==> src/rtl/uart_pkg.sv <==
// Shared UART definitions used by the transmitter and the receiver.
//   DATA_BITS            : payload bits per frame
//   DEFAULT_CLKS_PER_BIT : clk cycles per bit; matches the receiver oversample rate
//   tx_state_t           : transmitter FSM states
package uart_pkg;

   localparam int DATA_BITS            = 8;
   localparam int DEFAULT_CLKS_PER_BIT = 16;

   typedef enum logic [1:0] {
      IDLE,
      START,
      DATA,
      STOP
   } tx_state_t;

endpackage

==> src/rtl/uart_transmitter_if.sv <==
// Host-side byte handshake into the UART transmitter.
//   tx_data       : byte to send (host -> tx)
//   tx_data_valid : host offers tx_data (host -> tx)
//   tx_ready      : holding buffer empty (tx -> host)
// A byte transfers on a clk edge where tx_data_valid & tx_ready.
interface uart_transmitter_if;
   import uart_pkg::*;

   logic [DATA_BITS-1:0] tx_data;
   logic                 tx_data_valid;
   logic                 tx_ready;

   modport master (output tx_data, output tx_data_valid, input tx_ready);
   modport slave  (input tx_data, input tx_data_valid, output tx_ready);

endinterface

==> src/rtl/uart_transmitter_counter.sv <==
// Generic up-counter with synchronous load.
//   clk  : clock
//   rst  : synchronous active-high reset, clears q
//   load : q <= d (priority over en)
//   en   : q <= q + 1
//   d    : load value
//   q    : count
module uart_transmitter_counter #(
   parameter int WIDTH = 4
) (
   input  logic             clk,
   input  logic             rst,
   input  logic             load,
   input  logic             en,
   input  logic [WIDTH-1:0] d,
   output logic [WIDTH-1:0] q
);

   always_ff @(posedge clk) begin
      if (rst) begin
         q <= '0;
      end else if (load) begin
         q <= d;
      end else if (en) begin
         q <= q + 1'b1;
      end
   end

endmodule

==> src/rtl/uart_transmitter.sv <==
// 8N1 UART transmitter with a one-byte holding buffer so frames can go out
// back-to-back with no idle gap.
//   clk       : sole clock
//   rst       : synchronous reset, active-high
//   host      : byte handshake (tx_data, tx_data_valid, tx_ready)
//   tx_serial : registered UART line, idle high
//   busy      : a frame is being shifted
//   tx_done   : one-cycle pulse on the last cycle of the final stop bit
//
// state | meaning
// IDLE  | line high, waiting for the holding buffer to fill
// START | driving the start bit (low)
// DATA  | driving data bits, LSB first
// STOP  | driving STOP_BITS stop bits (high)
module uart_transmitter
   import uart_pkg::*;
#(
   parameter int CLKS_PER_BIT = DEFAULT_CLKS_PER_BIT,
   parameter int STOP_BITS    = 1
) (
   input  logic                clk,
   input  logic                rst,
   uart_transmitter_if.slave   host,
   output logic                tx_serial,
   output logic                busy,
   output logic                tx_done
);

   localparam int              BW        = $clog2(CLKS_PER_BIT);
   localparam logic [BW-1:0]   BAUD_LAST = BW'(CLKS_PER_BIT - 1);
   localparam logic [2:0]      BIT_LAST  = 3'(DATA_BITS - 1);
   localparam logic [2:0]      STOP_LAST = 3'(STOP_BITS - 1);

   tx_state_t            cs;
   tx_state_t            ns;
   logic [BW-1:0]        baud_cnt;
   logic [2:0]           bit_cnt;
   logic                 bit_end;
   logic                 last_stop;
   logic                 baud_load;
   logic                 bit_load;
   logic                 load_shift;
   logic                 accept;
   logic                 buf_full;
   logic [DATA_BITS-1:0] buf_data;
   logic [DATA_BITS-1:0] shifter;
   logic                 tx_serial_nxt;

   assign bit_end   = (baud_cnt == BAUD_LAST);
   assign last_stop = (bit_cnt == STOP_LAST);
   assign accept    = host.tx_data_valid & ~buf_full;
   assign host.tx_ready = ~buf_full;
   assign busy      = (cs != IDLE);

   // Baud counter is parked at 0 in IDLE and wraps on every bit boundary.
   assign baud_load = (cs == IDLE) | bit_end;

   // Bit counter indexes data bits in DATA; the 3-bit wrap from 7 to 0 on the
   // last data bit lets the same counter number the stop bits in STOP.
   assign bit_load  = (cs == IDLE) | (cs == START);

   uart_transmitter_counter #(.WIDTH(BW)) u_baud_cnt (
      .clk  (clk),
      .rst  (rst),
      .load (baud_load),
      .en   (1'b1),
      .d    ('0),
      .q    (baud_cnt)
   );

   uart_transmitter_counter #(.WIDTH(3)) u_bit_cnt (
      .clk  (clk),
      .rst  (rst),
      .load (bit_load),
      .en   (bit_end),
      .d    ('0),
      .q    (bit_cnt)
   );

   always_ff @(posedge clk) begin
      if (rst) begin
         cs <= IDLE;
      end else begin
         cs <= ns;
      end
   end

   always_comb begin
      ns            = cs;
      tx_serial_nxt = tx_serial;
      load_shift    = 1'b0;
      tx_done       = 1'b0;
      case (cs)
         IDLE: begin
            if (buf_full) begin
               ns            = START;
               load_shift    = 1'b1;
               tx_serial_nxt = 1'b0;
            end
         end
         START: begin
            if (bit_end) begin
               ns            = DATA;
               tx_serial_nxt = shifter[0];
            end
         end
         DATA: begin
            if (bit_end) begin
               if (bit_cnt == BIT_LAST) begin
                  ns            = STOP;
                  tx_serial_nxt = 1'b1;
               end else begin
                  // shifter[0] is the bit on the line now; [1] goes out next.
                  tx_serial_nxt = shifter[1];
               end
            end
         end
         STOP: begin
            if (bit_end && last_stop) begin
               tx_done = 1'b1;
               if (buf_full) begin
                  ns            = START;
                  load_shift    = 1'b1;
                  tx_serial_nxt = 1'b0;
               end else begin
                  ns = IDLE;
               end
            end
         end
         default: ns = IDLE;
      endcase
   end

   always_ff @(posedge clk) begin
      if (rst) begin
         tx_serial <= 1'b1;
         buf_full  <= 1'b0;
         buf_data  <= '0;
         shifter   <= '0;
      end else begin
         tx_serial <= tx_serial_nxt;
         // A new byte wins over the load so the buffer stays full with it.
         if (accept) begin
            buf_full <= 1'b1;
            buf_data <= host.tx_data;
         end else if (load_shift) begin
            buf_full <= 1'b0;
         end
         if (load_shift) begin
            shifter <= buf_data;
         end else if ((cs == DATA) && bit_end) begin
            shifter <= shifter >> 1;
         end
      end
   end

endmodule

==> src/flat_wrapper.sv <==
// flat-port wrapper written by rule: the top's interface ports become plain ports
module uart_transmitter_flat import uart_pkg::*;
#(
   parameter int CLKS_PER_BIT = DEFAULT_CLKS_PER_BIT,
   parameter int STOP_BITS    = 1
)
  (clk, rst, tx_serial, busy, tx_done, host_tx_data, host_tx_data_valid, host_tx_ready);
  uart_transmitter_if host_i ();
  input  logic clk;
  input  logic rst;
  output logic tx_serial;
  output logic busy;
  output logic tx_done;
  input wire logic [$bits(host_i.tx_data)-1:0] host_tx_data;
  input wire logic [$bits(host_i.tx_data_valid)-1:0] host_tx_data_valid;
  output wire logic [$bits(host_i.tx_ready)-1:0] host_tx_ready;
  assign host_i.tx_data = host_tx_data;
  assign host_i.tx_data_valid = host_tx_data_valid;
  assign host_tx_ready = host_i.tx_ready;
  uart_transmitter #(.CLKS_PER_BIT(CLKS_PER_BIT), .STOP_BITS(STOP_BITS)) u_core (.clk(clk), .rst(rst), .host(host_i), .tx_serial(tx_serial), .busy(busy), .tx_done(tx_done));
endmodule
==> config.mk <==
export PLATFORM = sky130hd
export DESIGN_NAME = uart_transmitter_flat
export DESIGN_NICKNAME = d
export VERILOG_FILES = /design/src/rtl/uart_pkg.sv /design/src/rtl/uart_transmitter_if.sv /design/src/rtl/uart_transmitter_counter.sv /design/src/rtl/uart_transmitter.sv /design/src/flat_wrapper.sv
export SDC_FILE = /design/constraint.sdc
export NUM_CORES = 1
export LEC_CHECK = 0
export ABC_CLOCK_PERIOD_IN_PS = 3600
export CORE_MARGIN = 2
export CORE_UTILIZATION = 50
export DETAILED_ROUTE_END_ITERATION = 16
export PLACE_DENSITY = 0.72
export REMOVE_ABC_BUFFERS = 1
export SLEW_MARGIN = 10
export SYNTH_ARGS = -nofsm -noshare
export SYNTH_HDL_FRONTEND = slang
export SYNTH_SLANG_ARGS = --single-unit
==> constraint.sdc <==
create_clock -name clk -period 3.6 [get_ports clk]
set_input_delay 1.08 -clock clk [delete_from_list [all_inputs] [get_ports clk]]
set_output_delay 1.08 -clock clk [all_outputs]
set_load 0.005 [all_outputs]
==> results.cfg <==
[status]
status = finished clean

[global_route]
grt_pass1_wl_mm = 4.65
use_met2_pct = 30.6
grt_max_degree = 17
grtUsageTotal_pct = 18.4
use_met3_pct = 2.34
antenna_found_initial = 0
met1_usage_pct = 25.0
grt_overflow = 0
busiest_layer = met2
grt_pass1_vias = 1026

[sta]
tns_ns = 0
clock.fmax_mhz = 338
relSlewSlack_pct = 48.6
hold_slack_ns = 0.488
slew_violations = 0
finalSetupViolCount = 0
period_share_pct = 82.3
fin_ws_ns = 0.637
hold_violations = 0
rsz0062_at_grt = false
skew_ns = 0.00446
min_period_ns = 2.96
worst_pin_slew_ns = 0.771

[drt]
drt_iter0_drc = 9
drc = 0
drtAntennaViolNets = 0
drtPass1Iterations = 6
num_vias = 1065
wl_mm = 2.68
routedWlPerCell_um = 14.0
vias_per_cell = 5.58

[clock_tree]
cts_root_buf = clkbuf_4
clkLatencyLatePin_ns = 0.33
cts.htree.levels = 1
cts.sinks = 27
cts_made_buffers = 3
cts_setup_buffers = 0
cts_tree = done
ctsResizeCount = 0
clk_pin_slew_ns = 0.16
cts_buffer_depth = 2
holdBufCountCts = 0

[power_and_ir_drop]
p_leak_nw = 0.597
p_switching_w = 0.000317
swShare_pct = 36.6
clockPowerShare_pct = 15.9
internal_power_w = 0.000549
cellPowerDensity_nw_per_um2 = 572
peakVddDrop_mv = 0.305
combPwrFrac_pct = 38.3
seqPwrFrac_pct = 45.8

[placed_design]
dpl.hpwl_mm = 1.92
pre_cts_slack_ns = 1.00
dp_cells = 187
io_buffers = 14
place.gp.congestion = 0.760

[synth]
synth_seq_area_share_pct = 40.7
yosys_warnings = 0
synth_edf_count = 0
synth_seq_cells = 27
synthCells = 148
synthArstFlopShare_pct = 0
synth-main-ff-cell = dfxtp_1
synth_area_um2 = 1330
syn_area_per_cell_um2 = 8.98
synth_cell_type_count = 39

[worst_setup_path]
critical_path_arrival_ns = 1.88
crit_required_ns = 2.52
worstSetupPathType = reg -> out
path_max_fanout = 5
r2r_slack_ns = 1.32
cp-start-kind = register
reg2reg_depth = 6
endpoint_kind = output port

[run]
maxCapViolCount = 0

[final_layout]
diodes = 0
synthToLayoutAreaGrowth_pct = 14.0
nets = 182
drive_gt1_share_pct = 7.45
n_fill_cell = 227
fin_cells = 191

[floorplan]
ios = 15
core_um2 = 2500
start_util_pct = 53.2
die_w_um = 55.6
rows = 18
die_h_um = 55.6
die_area_um2 = 3090

[min_path]
holdPathStages = 2
min_path_type = reg -> reg
## cell usage in the layout, fill, tap and decap left out, drive strengths merged, types with 2 or more instances in the layout
cell	n
dfxtp	27
nor2	21
nand2	15
clkdlybuf4s50	14
nand3	10
mux2i	9
ha	9
inv	8
a311oi	7
a21oi	5
nand2b	3
clkbuf	3
buf	3
and3	2
nor3	2
xnor2	2
## registers in the layout (all words and copies together) (netlist names)
name / count
u_core.u_baud_cnt.q: 4
u_core.buf_full: 1
u_core.shifter: 8
u_core.tx_serial: 1
u_core.buf_data: 8
u_core.cs: 2
u_core.u_bit_cnt.q: 3
## Yosys cell counts, types with 3 or more instances
cell type	count	area (µm²)
a21oi_1	5	25.0
a311oi_1	6	52.6
clkbuf_1	4	15.0
dfxtp_1	27	541
ha_1	9	113
inv_1	8	30.0
mux2i_1	9	90.1
nand2_1	14	52.6
nand2b_1	3	18.8
nand3_1	10	50.1
nor2_1	21	78.8
## logic make-up (layout without fill, tap and decap cells)
logic type | count (synthesis) | in the layout | share of synthesized area, %
xor gates and xnor gates | 2 | 2 | 1.32
DFF | 27 | 27 | 40.7
muxes | 9 | 9 | 6.78
buffers and inverters | 16 | 29 | 5.56
AOI/OAI and AO/OA | 24 | 24 | 15.4
and+or+nand+nor | 61 | 61 | 21.8
adders and majority gates | 9 | 9 | 8.47
## per-stage QoR
stage                     cell area (µm²)  total power (W)  utilization (%)
after floorplan                      1280         0.000620                -
after detailed placement             1490         0.000733             59.4
after global routing                 1520         0.000929             60.6
after global placement               1490         0.000718             59.4
after CTS                            1520         0.000870             60.6
final                                1520         0.000866             60.6
## power groups by stage
stage	sequential [W]	combinational (W)	clock (W)
2_1_floorplan	0.000392	0.000228	0
3_3_place_gp	0.000399	0.000318	0
3_5_place_dp	0.000402	0.000331	0
4_1_cts	0.000395	0.000333	0.000142
5_1_grt	0.000406	0.000370	0.000153
6_report	0.000397	0.000332	0.000138
## worst paths after layout
path,to,from
worst max-delay path,tx_done,u_core.u_baud_cnt.q[0]$_SDFF_PP0_
worst min-delay path,u_core.u_bit_cnt.q[2]$_SDFFE_PP0N_,u_core.u_bit_cnt.q[2]$_SDFFE_PP0N_
worst min register to register,u_core.u_bit_cnt.q[2]$_SDFFE_PP0N_,u_core.u_bit_cnt.q[2]$_SDFFE_PP0N_
worst max register to register,u_core.shifter[6]$_SDFFE_PP0P_,u_core.cs[1]$_SDFFE_PP0P_
## layout make-up
cell class | instances | area (µm²) | share of cell area, %
clock buffers | 3 | 22.5 | 1.49
well taps | 30 | 37.5 | 2.48
repair buffers | 17 | 163 | 10.7
flip-flops and latches | 27 | 541 | 35.7
inverters | 8 | 30.0 | 1.98
multi-input cells | 105 | 714 | 47.2
clock inverters | 1 | 7.51 | 0.495
## metal layers
layer,vias up,share of wire (%)
li1,543,-
met1,510,52
met2,10,46
met3,2,1.9
met4,0,0.71
met5,-,0
## worst max-delay path: stages (launching register included)
cell	delay (ns)
dfxtp_1	0.40
ha_1	0.25
and3_1	0.21
and3_1	0.19
clkdlybuf4s50_1	0.51
Power figures use the tool's default switching activity.
==> variant 1, RTL diff (config.mk and constraints unchanged) <==
The 4 states of `tx_state_t` get a one-hot encoding in 4 bits.
--- a/src/rtl/uart_pkg.sv
+++ b/src/rtl/uart_pkg.sv
@@ -8,9 +8,9 @@
    localparam int DEFAULT_CLKS_PER_BIT = 16;
 
-   typedef enum logic [1:0] {
-      IDLE,
-      START,
-      DATA,
-      STOP
+   typedef enum logic [3:0] {
+      IDLE  = 4'b0001,
+      START = 4'b0010,
+      DATA  = 4'b0100,
+      STOP  = 4'b1000
    } tx_state_t;
 
Formal check against the unedited RTL: no difference found for any inputs over 10 cycles, from zero or initial values and one cycle with rst high; not proved beyond that.
==> variant 1 against the unedited design <==
  * Worst setup slack lost 0.12 ns
  * Non-clock buffer count shrank 1
  * Sequential share of layout area shrank 0.84 points
  * Sequential cell count grew 2
  * Synthesized cell count grew 19%
  * Hold slack lost 0.028 ns
  * Routed wire length grew 12%
  * Critical endpoint unchanged
  * Area after synthesis grew 12%
  * Clock skew grew 0.0030 ns
  * Final area grew 10%
  * First-iteration DRC count grew to 6.1 times the old value
  * Highest routed layer unchanged
Power is not compared: it rests on default switching activity, and its combinational part moved more than twofold at a synthesized area within 25%.
==> variant 1: results <==
set metrics [dict create \
    clk_latency_ns 0.32 \
    worstMarginPinSlew_ns 0.582 \
    nets 203 \
    place_area_um2 1610 \
    min-delay-start "u_core.buf_data[6]" \
    drive_gt1_frac 0.106 \
    via_per_inst 5.59 \
    final.setup_skew_ns 0.00747 \
    grt_pass1_vias 1185 \
    fillers 265 \
    grt_max_degree 16 \
    cts_buffer_depth 2 \
    clk_pin_slew_ns 0.09 \
    place.gp.congestion 0.884 \
    grt_pass1_wl_um 5140 \
    first_iter_violations 55 \
    post-dp-hpwl_um 2190 \
    rr_endpoint "u_core.shifter[4]" \
    wl_per_cell_um 13.7 \
    detail_route.first_pass.iterations 4 \
    ys_seq_area_frac 0.391 \
    cts_buffers 5 \
    met2_length_um 1480 \
    synthTopCellsByArea "dfxtp_1, nand2_1, a311oi_2" \
    r2r_start "u_core.cs[0]" \
    htreeDepth 2 \
    largestRegisters "u_core.buf_data x8, u_core.shifter x8" \
    yosysUniqueCellTypes 38 \
    grtUsageTotal 0.198 \
    synthTopCellsByCount "nand2_1, dfxtp_1, a21oi_1" \
    cp_data_arrival_time_ns 2.01 \
    met3_length_um 95 \
    holdPathEnd "u_core.buf_data[6]" \
    path_max_fanout 12 \
    status "finished, final reports clean" \
    ff2ff_path_depth 4 \
    routedLengthMet1_um 1410 \
    cts_setup_buffers 0 \
]
[variant 1: cell count changes after synthesis, moves of 5 or more]
cell / unedited run / this run
nor2_1: 21 / 9
a21oi_1: 5 / 16
a311oi_1: 6 / 0
a311oi_2: 1 / 7
nand2_1: 14 / 32
mux2i_1: 9 / 2
nor3_1: 2 / 9
ha_1: 9 / 4
[variant 1: per-layer routing]
layer,track usage,vias up
met1,0.240,571
met4,0.0664,0
met5,0,-
met3,0.0593,2
met2,0.332,16
li1,-,635
[variant 1: how the worst max path moves through the flow]
stage                      start      end  slack (ns)  cells past startpoint
detailed placement  u_core.cs[1]  tx_done        0.87                      3
CTS                 u_core.cs[1]  tx_done        0.50                      3
global route        u_core.cs[1]  tx_done        0.39                      3
floorplan           u_core.cs[1]  tx_done        1.48                      2
global placement    u_core.cs[1]  tx_done        0.91                      3
finish              u_core.cs[1]  tx_done        0.51                      3
[variant 1: logic make-up after synthesis]
logic type | synth area share
fa+ha+maj | 0.0337
mux | 0.0135
flops | 0.391
compound gates | 0.190
buf+inv | 0.0640
simple gates | 0.273
xor+xnor | 0.0354
[variant 1: metrics by stage]
step            util  hold slack, ns  power [mW]  std cells  worst slack, ns
2_1_floorplan      -           0.418       0.429        165             1.48
3_3_place_gp   0.579           0.428       0.468        212            0.906
3_5_place_dp   0.579           0.449       0.473        212            0.870
4_1_cts        0.599           0.462       0.670        219            0.497
5_1_grt        0.599           0.478       0.698        219            0.392
6_report       0.599           0.460       0.662        219            0.513
[variant 1: area by class of cell]
type	instances	area share
well taps	31	0.0233
multi-input cells	129	0.486
repair buffers	16	0.0931
clock buffers	7	0.0330
inverters	7	0.0158
flip-flops and latches	29	0.348
[variant 1: worst max-delay path, cell delays in order (launching register included)]
cell	delay [ns]
dfxtp_1	0.45
or2_1	0.35
nor4_1	0.33
clkdlybuf4s50_1	0.56
[variant 1: power by group]
group / switching [mW] / internal, mW / leakage [nW]
sequential: 0.0181 / 0.340 / 0.237
clock: 0.104 / 0.0921 / 0.0314
combinational: 0.0554 / 0.0528 / 0.322
==> variant 2, RTL diff (config.mk and constraints unchanged) <==
Without the edit above. `DATA_BITS`: 8 -> 7.
--- a/src/rtl/uart_pkg.sv
+++ b/src/rtl/uart_pkg.sv
@@ -5,5 +5,5 @@
 package uart_pkg;
 
-   localparam int DATA_BITS            = 8;
+   localparam int DATA_BITS            = 7;
    localparam int DEFAULT_CLKS_PER_BIT = 16;
 
Interface: changed (resized host_tx_data); port bits go from 15 to 14. The function was not compared with the original's and may differ.
==> variant 2 against the unedited design <==
  * Largest cell class unchanged
  * Worst setup slack got worse by 0.21 ns
  * Routed wire length decreased by 15%
  * Fmax decreased by 6.7%
  * Sequential cell count decreased by 2
  * Via count decreased by 9.9%
  * Hold slack got worse by 0.032 ns
  * Core utilization decreased by 1.7 points
  * Area after synthesis decreased by 6.8%
  * Final area decreased by 6.4%
  * Clock skew increased by 0.0079 ns
  * Total power decreased by 4.6%
  * Critical path depth unchanged
==> variant 2: results <==
set metrics [dict create \
    pwr-share-clk 0.161 \
    final.setup_skew_ns 0.0123 \
    cts_resized 0 \
    grtUsageTotal 0.175 \
    async_flop_share 0 \
    status "finished, final reports clean" \
    nets 168 \
    path_max_fanout 12 \
    topRoutingLayerUsed "met4" \
    cts_buffer_depth 2 \
    largestRegisters "u_core.buf_data x7, u_core.shifter x7, u_core.u_baud_cnt.q x4" \
    cp_data_arrival_time_ns 2.10 \
    clk_pin_slew_ns 0.14 \
    synthTopCellsByArea "dfxtp_1, ha_1, mux2i_1" \
    port_buffers 13 \
    clk_latency_ns 0.33 \
    grt_max_degree 16 \
    yosysUniqueCellTypes 37 \
    place_area_um2 1390 \
    cts_buffers 3 \
    worstMarginPinSlew_ns 0.701 \
    drive_gt1_frac 0.0811 \
    crit_family "simple AND/OR/NAND/NOR gates" \
    worst_path_max_delay_cell "clkdlybuf4s50_1" \
    met2_length_um 1100 \
    post-dp-hpwl_um 1700 \
    seq_power_mw 0.370 \
    fillers 217 \
    switching_share 0.355 \
    ys_seq_area_frac 0.404 \
    wl_per_cell_um 12.8 \
    use_met3 0.0250 \
    diodes 0 \
    detail_route.first_pass.iterations 4 \
    grt_pass1_vias 878 \
    yosys_warnings 0 \
    htreeDepth 1 \
    gr-usage-met2 0.317 \
    synthTopCellsByCount "dfxtp_1, nor2_1, nand2_1" \
    first_iter_violations 14 \
    antenna_found_initial 0 \
    met1_usage 0.202 \
    vdd_drop_max_mv 0.371 \
    worstHoldPathType "flop to flop" \
    grt_pass1_wl_um 3620 \
    vias 960 \
    met3_length_um 54 \
    place.gp.congestion 0.785 \
    slowest_delay_ns 0.49 \
    p_leak_nw 0.567 \
    cts_root_buf "clkbuf_4" \
    cts_setup_buffers 0 \
    routedLengthMet1_um 1090 \
]
-- variant 2: cell types whose count changed in the layout (fill, tap and decap cells not counted), moves of 2 or more --
cell | before | now
xor2_1 | 0 | 2
a311oi_1 | 6 | 4
nand2b_1 | 3 | 1
a21oi_1 | 5 | 2
dfxtp_1 | 27 | 25
nand2_1 | 14 | 12
-- variant 2: path summary, 6_finish.rpt --
check                                             from                      to  slack [ns]  cells past startpoint
worst max-delay path            u_core.u_baud_cnt.q[0]                 tx_done        0.42                      4
worst min register to register  u_core.u_baud_cnt.q[0]  u_core.u_baud_cnt.q[0]        0.46                      1
worst max register to register            u_core.cs[1]       u_core.shifter[1]        1.38                      6
worst min-delay path            u_core.u_baud_cnt.q[0]  u_core.u_baud_cnt.q[0]        0.46                      1
-- variant 2: kinds of logic after synthesis --
logic type	count (synthesis)	synth area share
muxes	8	0.0646
AOI/OAI and AO/OA	19	0.141
adders and majority gates	9	0.0909
buffers and inverters	13	0.0475
DFF	25	0.404
and+or+nand+nor	57	0.223
xor gates and xnor gates	4	0.0283
-- variant 2: layout make-up --
type | instances | area, um2 | area share
sequential | 25 | 500 | 0.353
timing repair buffer | 15 | 145 | 0.102
clock buffer | 3 | 22.5 | 0.0159
inverter | 7 | 26.3 | 0.0185
clock inverter | 1 | 7.51 | 0.00529
multi-input combinational | 97 | 679 | 0.479
tap | 30 | 37.5 | 0.0265
-- variant 2: through the flow --
stage,hold slack (ns),power [mW],setup slack [ns],cells
CTS,0.454,0.834,0.415,178
detailed placement,0.435,0.702,0.791,174
global placement,0.429,0.686,0.846,174
floorplan,0.418,0.595,1.42,129
finish,0.456,0.827,0.424,178
global route,0.493,0.885,0.247,178
